File: src/rtl/vec_mem_arbiter.sv
// Two-port (pipeline/host) arbiter for the single-port vector data memory.
// Optional grant statistics outputs enabled by defining VEC_ARB_STATS_EN.
module vec_mem_arbiter #(
  parameter int unsigned vecSize      = 4,
  parameter int unsigned registerSize = 16,
  parameter int unsigned MEM_LAT      = 1,
  parameter int unsigned STARVE_LIMIT = 4
) (
  input  logic                             clk,
  input  logic                             reset,
  input  logic                             pipe_req,
  input  logic                             pipe_we,
  input  logic [registerSize-1:0]          pipe_addr,
  input  logic [vecSize*registerSize-1:0]  pipe_wdata,
  output logic                             pipe_ack,
  output logic [vecSize*registerSize-1:0]  pipe_rdata,
  input  logic                             host_req,
  input  logic                             host_we,
  input  logic [registerSize-1:0]          host_addr,
  input  logic [vecSize*registerSize-1:0]  host_wdata,
  output logic                             host_ack,
  output logic [vecSize*registerSize-1:0]  host_rdata,
  output logic                             mem_en,
  output logic                             mem_we,
  output logic [registerSize-1:0]          mem_addr,
  output logic [vecSize*registerSize-1:0]  mem_wdata,
  input  logic [vecSize*registerSize-1:0]  mem_rdata,
  output logic                             busy,
  output logic                             grant_host
`ifdef VEC_ARB_STATS_EN
  ,
  output logic [31:0]                      pipe_grants,
  output logic [31:0]                      host_grants,
  output logic [15:0]                      starve_events
`endif
);

  localparam int unsigned VW = vecSize * registerSize;
  localparam int unsigned LW = $clog2(MEM_LAT + 1);
  localparam int unsigned SW = $clog2(STARVE_LIMIT + 1);
  localparam logic [LW-1:0] LAT_INIT   = LW'(MEM_LAT);
  localparam logic [SW-1:0] STARVE_MAX = SW'(STARVE_LIMIT);

  typedef enum logic [1:0] {IDLE, ISSUE, WAIT, ACK} state_e;

  state_e                  state_q, state_d;
  logic [LW-1:0]           lat_q, lat_d;
  logic [SW-1:0]           starve_q, starve_d;
  logic                    host_sel_q, host_sel_d;
  logic                    we_q, we_d;
  logic [registerSize-1:0] addr_q, addr_d;
  logic [VW-1:0]           wdata_q, wdata_d;
  logic [VW-1:0]           pipe_rdata_q, pipe_rdata_d;
  logic [VW-1:0]           host_rdata_q, host_rdata_d;
  logic                    take_host;
`ifdef VEC_ARB_STATS_EN
  logic                    forced_q, forced_d;
  logic [31:0]             pg_q, pg_d, hg_q, hg_d;
  logic [15:0]             se_q, se_d;

  assign pipe_grants   = pg_q;
  assign host_grants   = hg_q;
  assign starve_events = se_q;
`endif

  assign pipe_rdata = pipe_rdata_q;
  assign host_rdata = host_rdata_q;
  assign grant_host = host_sel_q;
  assign busy       = (state_q != IDLE);

  always_ff @(posedge clk) begin
    if (reset) begin
      state_q      <= IDLE;
      lat_q        <= '0;
      starve_q     <= '0;
      host_sel_q   <= 1'b0;
      we_q         <= 1'b0;
      addr_q       <= '0;
      wdata_q      <= '0;
      pipe_rdata_q <= '0;
      host_rdata_q <= '0;
`ifdef VEC_ARB_STATS_EN
      forced_q     <= 1'b0;
      pg_q         <= '0;
      hg_q         <= '0;
      se_q         <= '0;
`endif
    end else begin
      state_q      <= state_d;
      lat_q        <= lat_d;
      starve_q     <= starve_d;
      host_sel_q   <= host_sel_d;
      we_q         <= we_d;
      addr_q       <= addr_d;
      wdata_q      <= wdata_d;
      pipe_rdata_q <= pipe_rdata_d;
      host_rdata_q <= host_rdata_d;
`ifdef VEC_ARB_STATS_EN
      forced_q     <= forced_d;
      pg_q         <= pg_d;
      hg_q         <= hg_d;
      se_q         <= se_d;
`endif
    end
  end

  always_comb begin
    state_d      = state_q;
    lat_d        = lat_q;
    starve_d     = starve_q;
    host_sel_d   = host_sel_q;
    we_d         = we_q;
    addr_d       = addr_q;
    wdata_d      = wdata_q;
    pipe_rdata_d = pipe_rdata_q;
    host_rdata_d = host_rdata_q;
    take_host    = 1'b0;
    mem_en       = 1'b0;
    mem_we       = 1'b0;
    mem_addr     = '0;
    mem_wdata    = '0;
    pipe_ack     = 1'b0;
    host_ack     = 1'b0;
`ifdef VEC_ARB_STATS_EN
    forced_d     = forced_q;
    pg_d         = pg_q;
    hg_d         = hg_q;
    se_d         = se_q;
`endif

    case (state_q)
      IDLE: begin
        if (pipe_req || host_req) begin
          // Pipe has priority until the host has watched STARVE_LIMIT pipe grants in a row.
          take_host  = host_req && (!pipe_req || (starve_q == STARVE_MAX));
          host_sel_d = take_host;
          we_d       = take_host ? host_we    : pipe_we;
          addr_d     = take_host ? host_addr  : pipe_addr;
          wdata_d    = take_host ? host_wdata : pipe_wdata;
          if (take_host || !host_req) begin
            starve_d = '0;
          end else if (starve_q != STARVE_MAX) begin
            starve_d = starve_q + SW'(1);
          end
`ifdef VEC_ARB_STATS_EN
          forced_d = take_host && pipe_req;
`endif
          state_d = ISSUE;
        end
      end
      ISSUE: begin
        mem_en    = 1'b1;
        mem_we    = we_q;
        mem_addr  = addr_q;
        mem_wdata = wdata_q;
        lat_d     = LAT_INIT;
        state_d   = WAIT;
`ifdef VEC_ARB_STATS_EN
        if (host_sel_q) begin
          if (hg_q != '1) hg_d = hg_q + 32'd1;
          if (forced_q && (se_q != '1)) se_d = se_q + 16'd1;
        end else if (pg_q != '1) begin
          pg_d = pg_q + 32'd1;
        end
`endif
      end
      WAIT: begin
        if (lat_q == LW'(1)) begin
          if (host_sel_q) host_rdata_d = mem_rdata;
          else            pipe_rdata_d = mem_rdata;
          state_d = ACK;
        end else begin
          lat_d = lat_q - LW'(1);
        end
      end
      ACK: begin
        pipe_ack = !host_sel_q;
        host_ack = host_sel_q;
        state_d  = IDLE;
      end
      default: state_d = IDLE;
    endcase
  end

endmodule

File: config.mk
export PLATFORM = sky130hd
export DESIGN_NAME = vec_mem_arbiter
export DESIGN_NICKNAME = d
export VERILOG_FILES = /design/src/rtl/vec_mem_arbiter.sv
export SDC_FILE = /design/constraint.sdc
export NUM_CORES = 1
export LEC_CHECK = 0
export ABC_AREA = 1
export ABC_CLOCK_PERIOD_IN_PS = 1550
export CORE_AREA = 4 4 171 173
export CTS_CLUSTER_SIZE = 28
export DETAILED_ROUTE_END_ITERATION = 7
export DIE_AREA = 0 0 175 177
export PLACE_DENSITY_LB_ADDON = 0.25
export SETUP_SLACK_MARGIN = 0.15
export SLEW_MARGIN = 40
export SYNTH_ARGS = -nofsm -noshare
export SYNTH_HDL_FRONTEND = slang
export SYNTH_SLANG_ARGS = --single-unit
File: constraint.sdc
create_clock -name clk -period 1.55 [get_ports clk]
set_input_delay 0.31 -clock clk [delete_from_list [all_inputs] [get_ports clk]]
set_output_delay 0.31 -clock clk [all_outputs]
set_load 0.005 [all_outputs]
# Word-level counts from Yosys, hierarchy flattened
# Index checks and enable logic that the tools add are counted.
# word_totals
ff_bits,216
inputBits,230
elab_cells,51
output_inout_bits,214
# op_classes
addsub,2
bitwise,1
n_mux,16
eq_ne,7
n_reduce_logical,16
# ops
cell,n
$mux W64,2
$mux W16,2
$reduce_and A3 Y1,3
$pmux W2 S4,1
$mux W1,6
$mux W3,2
$reduce_bool A2 Y1,3
$eq A2 B2 Y1 const B,2
$mux W2,2
$ne A2 B2 Y1 const B,2
$reduce_and A2 Y1,2
$add A3 B1 Y3 const B,1
$eq A3 B3 Y1 const B,1
$logic_not A1 Y1,3
$logic_or A1 B1 Y1,3
$ne A3 B3 Y1 const B,1
$eq A2 B1 Y1 const B,1
$logic_not A2 Y1,1
$pmux W1 S2,1
$logic_and A1 B1 Y1,1
$not A1 Y1,1
$sub A1 B1 Y1 const B,1

# Longest topological paths before layout
# Gate-level depths: netlist of the first run.
# depth
depth_word,6
depth_mapped,10
ltp_nobuf,9

# Least setup slack after synthesis of the first run
# OpenSTA, ideal clock, no wires.
# synth_timing
kind,register to output
startpoint,register state_q[1]
endpoint,output mem_addr[0]
n_path_buf,2
stages_incl_launch_ff,7
required_ps,1240
slack_ps,5
arrival_time_ps,1235
cell_sequence,dfxtp_1 > inv_1 > ha_1 > clkbuf_1 > clkbuf_1 > nand2_1 > inv_1
# synth_via
elab_chain_cells,2
# synth_rtl
item,line,text
"start, declared",46,"state_e state_q, state_d;"
"start signal, assigned",89,state_q <= state_d;
$eq A2 B1 Y1,131,case (state_q)
$mux W16,131,
"end, declared",25,"output logic [registerSize-1:0] mem_addr,"
# No other way between the ends.

# Worst setup path after layout of the first run
# layout_timing
startpoint,register state_q[1]
endpoint,output mem_wdata[57]
# layout_via
elab_chain_cells,2
# layout_rtl
item,line,text
$eq A2 B1 Y1,131,
$mux W64,131,
"end, declared",26,"output logic [vecSize*registerSize-1:0] mem_wdata,"
# No other way between the ends.

==> impl_metrics.toml, run 1 <==
[status]
run_status = "finished with violations"
violations = "setup timing"

[layout]
layout_commonest_cell = "clkdlybuf4s50_1"
fin_util = 0.686
layout.nets = 2274
syn_to_final_growth_pct = 93.6
stdcell_count = 2432
drive_above_1_share = 0.297
final_cell_mix = "335 x clkdlybuf4s50_1, 248 x inv_1, 211 x dfxtp_1, 178 x nand2_1, 163 x nand3_1"

[sta]
min_period_ns = 2.19
rsz0062_at_grt = "true"
clock_skew_ns = 0.0122
finalMaxSlewViolations = 0
achievable-frequency_mhz = 457
fin_ws_ns = -0.636
relSlewSlack = 0.651
finalHoldViolCount = 0
finalSetupViolations = 408
worst_pin_slew_ns = 0.524
post-route-period-util = 1.41

[setup_path]
cpMaxStageDelayCell = "dfxtp_2"
max_stage_delay_ns = 0.33
cp.depth = 10
path_cells = "inv_2 -> ha_4 -> buf_6 -> buf_12 -> buf_16 -> buf_8 -> buf_6 -> nand2_2 -> inv_2 -> buf_6"
path_delay_family = "buffers and inverters"
endpoint_kind = "primary output"
cp_common_cell = "buf_6"
critPathBufInv = 8
required_ns = 1.24
cp-start-kind = "register"
reg2reg_depth = 11
worstSetupPathType = "register to primary output"
crit_arrival_ns = 1.88
critPathMaxFanout = 3

[routing]
drtIter0Drc = 765
drc = 0
vias = 11729
routed_via_density = 4.82
ant_nets = 0
drt-wirelength-per-cell_um = 18.5
drt-pass1-iter-count = 7
routed_wl_um = 44900

[yosys]
yosysSeqAreaShare = 0.441
syn-num-nets = 1729
synth-seq-cells = 216
synth_cell_types = 15
netlist_area_um2 = 9800
ys_warn_count = 0
synth_area_per_cell_um2 = 6.57
syn-instance-count = 1492

[min_path]
hp-class = "input port to register"
holdPathStages = 4

[power_and_ir_drop]
irDropWorstVdd_uv = 825
powerDensity_nw_per_um2 = 1440
leakagePower_nw = 9.26

[clock_network]
cts_buffers = 24
cts_buffer_depth = 3
htreeDepth = 1
insertion_delay_ns = 0.52
clock-sinks = 216
cts_hold_repair.buffers = 0
cts_tree = "done"
cts.root.buffer_cell = "clkbuf_16"
clk_pin_slew_ns = 0.06

[placement]
gp_congestion = 0.841
pre_cts_ws_ns = -0.293
io_buffers = 443
dp_cells = 2270
hpwl_um = 25500

[global_route]
gr-total-overflow = 0
grt_pass1_wl_um = 59200
grt.total_usage = 0.236
grt_pass1_vias = 10920
grt_start_max_net_pins = 85
antenna_found_initial = 2

[floorplanning]
die_area_um2 = 31000
die_h_um = 177
coreArea_um2 = 27600
dieWidth_um = 175
num_rows = 61
io_pins = 444
start_util = 0.355

[flow_run]
max_cap_violations = 0
-- cells in the mapped netlist --
cell      instances  area share
inv_1           319        0.12
dfxtp_1         216        0.44
nor2_1          137       0.052
a21oi_1         148       0.076
buf_4             1     0.00077
inv_2             3      0.0011
buf_1             6      0.0023
nand2_1         260        0.10
buf_2            43       0.022
nand3_1         167       0.085
ha_1              7      0.0089
clkbuf_1         52       0.020
o21ai_0         130       0.066
nand4_1           1     0.00064
nand2_2           2      0.0013
-- per-stage QoR --
stage	area, µm²	hold WS, ns	setup TNS, ns	total power [mW]
2_1_floorplan	9810	0.440	0	11.0
3_3_place_gp	15000	0.429	-35.22	14.6
3_5_place_dp	15000	0.434	-42.43	14.8
4_1_cts	16600	0.245	-83.05	22.1
5_1_grt	19000	0.265	-128.76	28.7
6_report	19000	0.267	-102.48	27.4
-- power by group --
group / switching, mW / total [mW] / internal, mW
Combinational: 6.49 / 14.1 / 7.58
Clock: 2.35 / 5.73 / 3.38
Sequential: 0.923 / 7.58 / 6.65
Total: 9.76 / 27.4 / 17.6
-- layer usage --
layer	GRT usage	wire (µm)	up-vias
met2	0.415	22800	477
met5	0	12	-
met1	0.264	16100	5477
met4	0.0815	1590	2
met3	0.0906	4480	101
li1	-	-	5672
-- registers in the layout, indices dropped and copies added, names as in the netlist --
name / flops
lat_q: 1
state_q: 2
we_q: 1
grant_host: 1
starve_q: 3
pipe_rdata: 64
addr_q: 16
host_rdata: 64
wdata_q: 64
-- final cells by class --
class                   instances  area, µm²
repair buffers                619       7050
clock buffers                  36        727
well taps                     378        473
fillers                      2179       8670
flip-flops and latches        216       4340
clock inverters                 6       55.1
inverters                     322       1260
multi-input cells             852       5030
repair inverters                2       31.3
diodes                          1       2.50
-- kinds of logic after synthesis --
logic type / synth area share
AOI/OAI and AO/OA: 0.142
DFF: 0.441
buffers and inverters: 0.168
and+or+nand+nor: 0.239
adders and majority gates: 0.00894
-- repair_timing --
item / CTS / global route
pin swaps: 28 / 63
cloned: 16 / 29
setup buffers: 22 / 52
endpoints found under the setup margin: 429 / 423
resized for setup: 319 / 594
-- path summary, 6_finish.rpt --
check | from | to | slack [ns]
max | state_q[1] | mem_wdata[57] | -0.64
max reg2reg | state_q[0] | host_rdata[6] | -0.35
min | host_req | grant_host | 0.27
min reg2reg | host_rdata[58] | host_rdata[58] | 0.44
-- worst min-delay path, stage by stage --
cell and delay, ns:
buf_2 0.14, buf_4 0.15, nand3_1 0.09, a21oi_1 0.06
(Power assumes the default switching activity.)
==> inputs of run 2 (changes only) <==
--- a/config.mk
+++ b/config.mk
@@ -11,7 +11,7 @@
 export CTS_CLUSTER_SIZE = 28
 export DETAILED_ROUTE_END_ITERATION = 7
 export DIE_AREA = 0 0 175 177
-export PLACE_DENSITY_LB_ADDON = 0.25
+export PLACE_DENSITY_LB_ADDON = 0.2
 export SETUP_SLACK_MARGIN = 0.15
 export SLEW_MARGIN = 40
 export SYNTH_ARGS = -nofsm -noshare
==> run 2 against run 1 <==
Effect of this change:
- combinational power increased by 18%
- die area stayed put
- largest power group unchanged
- via count is 4.3% higher
- setup slack improved by 0.042 ns
- power increased by 13%
- the run still ends with setup timing left
- cell count increased by 1.5%
- critical path type unchanged
- fmax up 2.0%
- non-clock buffer count is 32 higher
==> impl_metrics.toml, run 2 (synthesis results as in run 1) <==
[setup_path]
crit_arrival_ns = 1.83
required_ns = 1.24
cp-start-kind = "register"
endpoint_kind = "primary output"
critPathMaxFanout = 5
worstSetupPathType = "register to primary output"

[placement]
gp_congestion = 0.860
pre_cts_ws_ns = -0.275
io_buffers = 443
hpwl_um = 25600

[status]
violations = "setup timing"
run_status = "finished with violations"

[sta]
clock_skew_ns = 0.0134
worst_pin_slew_ns = 0.452
fin_ws_ns = -0.594
min_period_ns = 2.14
post-route-period-util = 1.38
finalSetupViolations = 300
relSlewSlack = 0.698
finalHoldViolCount = 0
finalMaxSlewViolations = 0
rsz0062_at_grt = "true"
achievable-frequency_mhz = 466

[global_route]
grt_pass1_vias = 11646
grt_pass1_wl_um = 64700
grt.total_usage = 0.260
antenna_found_initial = 3
gr-total-overflow = 0
grt_start_max_net_pins = 64

[routing]
drc = 0
vias = 12233
routed_via_density = 4.96
drt-wirelength-per-cell_um = 19.3
drt-pass1-iter-count = 6
ant_nets = 0
routed_wl_um = 47600
drtIter0Drc = 776

[power_and_ir_drop]
p_comb_frac = 0.539
switching_share = 0.354
clkPwrFrac = 0.214
intPower_mw = 20.0
irDropWorstVdd_uv = 919
leakagePower_nw = 9.80
net-switching-power_mw = 11.0
seq_power_share = 0.247
power_mw = 31.0
powerDensity_nw_per_um2 = 1520

[clock_network]
cts.root.buffer_cell = "clkbuf_16"
clock-sinks = 216
clk_pin_slew_ns = 0.06
cts_buffers = 24
htreeDepth = 1
cts_buffer_depth = 3
insertion_delay_ns = 0.52
cts_tree = "done"
cts_hold_repair.buffers = 0

[layout]
register_area_um2 = 4390
layout_commonest_cell = "inv_1"
syn_to_final_growth_pct = 108
layout.nets = 2306
n_fill_cell = 1874
multi_input_area_um2 = 5630
drive_above_1_share = 0.423
final_cell_mix = "247 x inv_1, 227 x clkdlybuf4s50_1, 163 x nand2_1, 162 x dfxtp_1, 123 x nand3_1"

[floorplanning]
die_h_um = 177
coreArea_um2 = 27600
die_area_um2 = 31000
io_pins = 444
start_util = 0.355
num_rows = 61
dieWidth_um = 175

[min_path]
hp-class = "input port to register"

[flow_run]
max_cap_violations = 0
==> run 2: changes by cell type in the layout (fill, tap and decap cells not counted), moves of 32 or more <==
cell | before | now
clkdlybuf4s15_2 | 2 | 37
a21oi_1 | 117 | 83
buf_2 | 18 | 67
nand3_2 | 2 | 36
nand3_1 | 163 | 123
a21oi_2 | 28 | 60
clkbuf_2 | 43 | 0
dfxtp_1 | 211 | 162
dfxtp_2 | 3 | 53
clkdlybuf4s50_1 | 335 | 227
clkdlybuf4s15_1 | 0 | 56
buf_6 | 79 | 112
==> run 2: critical path, stage by stage, from the launching register on <==
cell,delay [ns]
dfxtp_2,0.34
inv_2,0.05
ha_4,0.18
buf_6,0.12
buf_12,0.11
buf_16,0.14
buf_16,0.15
nand2_4,0.06
inv_2,0.05
buf_6,0.11
==> run 2: worst paths after layout <==
check / startpoint / to / slack, ns / cells after the start
max: state_q[1] / mem_wdata[45] / -0.59 / 9
min: host_req / state_q[0] / 0.27 / 6
max reg2reg: state_q[1] / pipe_rdata[7] / -0.35 / 13
min reg2reg: host_rdata[52] / host_rdata[52] / 0.44 / 2
==> run 2: repair_timing <==
item / CTS / global route
setup buffers: 61 / 28
pin swaps: 76 / 108
resized for setup: 1128 / 448
endpoints found under the hold margin: 0 / 0
endpoints found under the setup margin: 429 / 373
gates cloned: 39 / 14
==> run 2: area by class of cell <==
type,instances,area share
repair buffers,651,0.376
repair inverters,1,0.000798
multi-input cells,853,0.277
well taps,378,0.0232
inverters,322,0.0614
flip-flops and latches,216,0.216
diodes,3,0.000369
clock inverters,14,0.0114
clock buffers,30,0.0341
==> run 2: layer usage <==
layer  share of wire  track usage  wire [µm]
met1            0.36        0.283      17000
met4           0.045       0.0910       2130
met3           0.087       0.0850       4150
met2            0.51        0.475      24300
met5         0.00027            0         13
==> run 2: power groups by stage <==
| stage | clock, mW | sequential (mW) | combinational [mW] |
|---|---|---|---|
| final | 6.65 | 7.66 | 16.7 |
| after global routing | 6.99 | 7.74 | 17.6 |
| after detailed placement | 0 | 7.35 | 7.78 |
| after global placement | 0 | 7.35 | 7.68 |
| after CTS | 6.75 | 7.43 | 13.1 |
| after floorplan | 0 | 7.19 | 3.84 |
==> run 2: per-stage QoR <==
step,TNS [ns],cells,cell area [µm²],utilization,hold WS [ns]
global route,-113.59,2467,20400,0.737,0.259
global placement,-40.67,2279,15000,0.544,0.430
detailed placement,-43.93,2279,15000,0.544,0.434
floorplan,0,1492,9810,-,0.440
finish,-94.50,2468,20400,0.737,0.269
CTS,-64.98,2423,18200,0.659,0.271
==> inputs of run 3 (changes only) <==
--- a/config.mk
+++ b/config.mk
@@ -7,10 +7,11 @@
 export LEC_CHECK = 0
 export ABC_AREA = 1
 export ABC_CLOCK_PERIOD_IN_PS = 1550
-export CORE_AREA = 4 4 171 173
+export CORE_ASPECT_RATIO = 0.6
+export CORE_MARGIN = 4
+export CORE_UTILIZATION = 38
 export CTS_CLUSTER_SIZE = 28
 export DETAILED_ROUTE_END_ITERATION = 7
-export DIE_AREA = 0 0 175 177
 export PLACE_DENSITY_LB_ADDON = 0.2
 export SETUP_SLACK_MARGIN = 0.15
 export SLEW_MARGIN = 40
==> run 3 against run 2 <==
Effect of this change:
- non-clock buffer count down 88
- sequential power decreased by 2%
- highest routed layer unchanged
- the flow still finishes with violations (setup timing)
- clock skew is 0.0074 ns lower
- flip-flop and latch count stayed put
- final area is 14% lower
- hold slack worse by 0.088 ns
- utilization shrank 4.7 points
- largest cell class unchanged
- via count is 7.8% lower
- cell count decreased by 6.0%
- critical path depth is the same
- largest power group unchanged
==> impl_metrics.toml, run 3 (synthesis results as in run 1) <==
[sta]
setup_tns_ns = -78.17
relSlewSlack = 0.629
post-route-period-util = 1.34
fin_ws_ns = -0.523
hold_slack_ns = 0.181
worst_pin_slew_ns = 0.557
achievable-frequency_mhz = 482
clock_skew_ns = 0.00604
rsz0062_at_grt = "true"
min_period_ns = 2.07
finalSetupViolations = 415
finalMaxSlewViolations = 0
finalHoldViolCount = 0

[power_and_ir_drop]
intPower_mw = 16.9
net-switching-power_mw = 9.03
powerDensity_nw_per_um2 = 1480
irDropWorstVdd_uv = 773
seq_power_share = 0.289
clkPwrFrac = 0.229
p_comb_frac = 0.481
leakagePower_nw = 8.56
power_mw = 25.9
switching_share = 0.348

[routing]
drt-wirelength-per-cell_um = 17.9
routed_wl_um = 41600
ant_nets = 0
drt-pass1-iter-count = 6
drtIter0Drc = 693
routed_via_density = 4.86
vias = 11280
drc = 0

[layout]
layout_commonest_cell = "clkdlybuf4s50_1"
fin_area_um2 = 17500
stdcell_count = 2320
n_fill_cell = 2060
drive_above_1_share = 0.222
syn_to_final_growth_pct = 78.4
final_cell_mix = "344 x clkdlybuf4s50_1, 278 x inv_1, 212 x dfxtp_1, 180 x nand2_1, 164 x nand3_1"
layout.nets = 2213
fin_util = 0.690

[min_path]
hp-class = "input port to register"
hold_end = "state_q[0]"
hold_path_startpoint = "reset"
holdPathStages = 4

[global_route]
gr-total-overflow = 0
grt_pass1_wl_um = 58500
grt.total_usage = 0.252
antenna_found_initial = 2
grt_pass1_vias = 10382
grt_start_max_net_pins = 86

[status]
run_status = "finished with violations"
violations = "setup timing"

[clock_network]
cts_buffers = 21
insertion_delay_ns = 0.50
clk_pin_slew_ns = 0.07
cts.root.buffer_cell = "clkbuf_16"
clock-sinks = 216
cts_tree = "done"
cts_buffer_depth = 3
htreeDepth = 1

[floorplanning]
die_area_um2 = 28500
dieWidth_um = 215
io_pins = 444
num_rows = 45
die_h_um = 132
start_util = 0.387
coreArea_um2 = 25300

[placement]
pre_cts_ws_ns = -0.236
io_buffers = 443
dp_cells = 2206
gp_congestion = 0.885
hpwl_um = 25100
dpl_cell_area_um2 = 14800

[setup_path]
cp-start-kind = "register"
r2r-end = "pipe_rdata[27]"
critPathMaxFanout = 6
worstSetupPathType = "register to primary output"
reg2reg_depth = 12
required_ns = 1.24
r2r_start = "state_q[0]"
endpoint_kind = "primary output"
r2r_slack_ns = -0.26
crit_arrival_ns = 1.76

[flow_run]
max_cap_violations = 0
-- run 3: changes by cell type in the layout (fill, tap and decap cells not counted), sizes merged, moves of 2 or more --
| cell | previous run | this run |
|---|---|---|
| clkbuf | 42 | 46 |
| clkdlybuf4s15 | 93 | 6 |
| clkinvlp | 2 | 0 |
| inv | 320 | 322 |
| diode | 3 | 1 |
| clkdlybuf4s50 | 227 | 344 |
| clkinv | 9 | 5 |
| buf | 317 | 193 |
-- run 3: how the worst max path moves through the flow --
stage                     slack, ns        endpoint  startpoint  cells after the start
after floorplan                0.09  host_rdata[43]  state_q[0]                      6
final                         -0.52   mem_wdata[43]  state_q[1]                      9
after CTS                     -0.55   mem_wdata[40]  state_q[1]                      9
after global placement        -0.20            we_q    pipe_req                      9
after global routing          -0.59   mem_wdata[46]  state_q[1]                      9
after detailed placement      -0.24   mem_wdata[22]  state_q[1]                      6
-- run 3: worst max-delay path, stage by stage, from the launching register on --
cell and delay [ns]:
dfxtp_2 0.33, inv_2 0.05, ha_4 0.17, buf_12 0.13, buf_12 0.12, buf_12 0.13, buf_8 0.13, nand2_2 0.06
inv_2 0.04, buf_6 0.10
-- run 3: power by group through the flow --
stage          clock network [mW]  registers [mW]  logic, mW
3_5_place_dp                    0            7.35       7.52
2_1_floorplan                   0            7.19       3.84
4_1_cts                      6.07            7.34       9.15
5_1_grt                      6.25            7.61       13.4
3_3_place_gp                    0            7.36       7.38
6_report                     5.95            7.51       12.5
-- run 3: area by class of cell --
class / instances / area, µm² / area share
clock buffer: 26 / 584 / 0.0334
timing repair buffer: 563 / 6230 / 0.356
multi-input combinational: 852 / 4480 / 0.256
inverter: 322 / 1230 / 0.0701
antenna: 1 / 2.50 / 0.000143
sequential: 216 / 4330 / 0.248
clock inverter: 11 / 213 / 0.0122
tap: 329 / 412 / 0.0235
-- run 3: routing by layer --
| metal | track usage | up-vias | routed length [µm] |
|---|---|---|---|
| met5 | 0 | - | 13 |
| met4 | 0.0608 | 2 | 1180 |
| met3 | 0.0596 | 73 | 3220 |
| met2 | 0.413 | 439 | 19000 |
| met1 | 0.337 | 5223 | 18200 |
| li1 | - | 5543 | - |
-- run 3: timing repair --
action / 4_1_cts / 5_1_grt
hold buffers: 0 / 0
resized for setup: 472 / 262
pin swaps: 43 / 87
setup buffers: 22 / 16
endpoints found under the setup margin: 427 / 423
gates cloned: 14 / 24
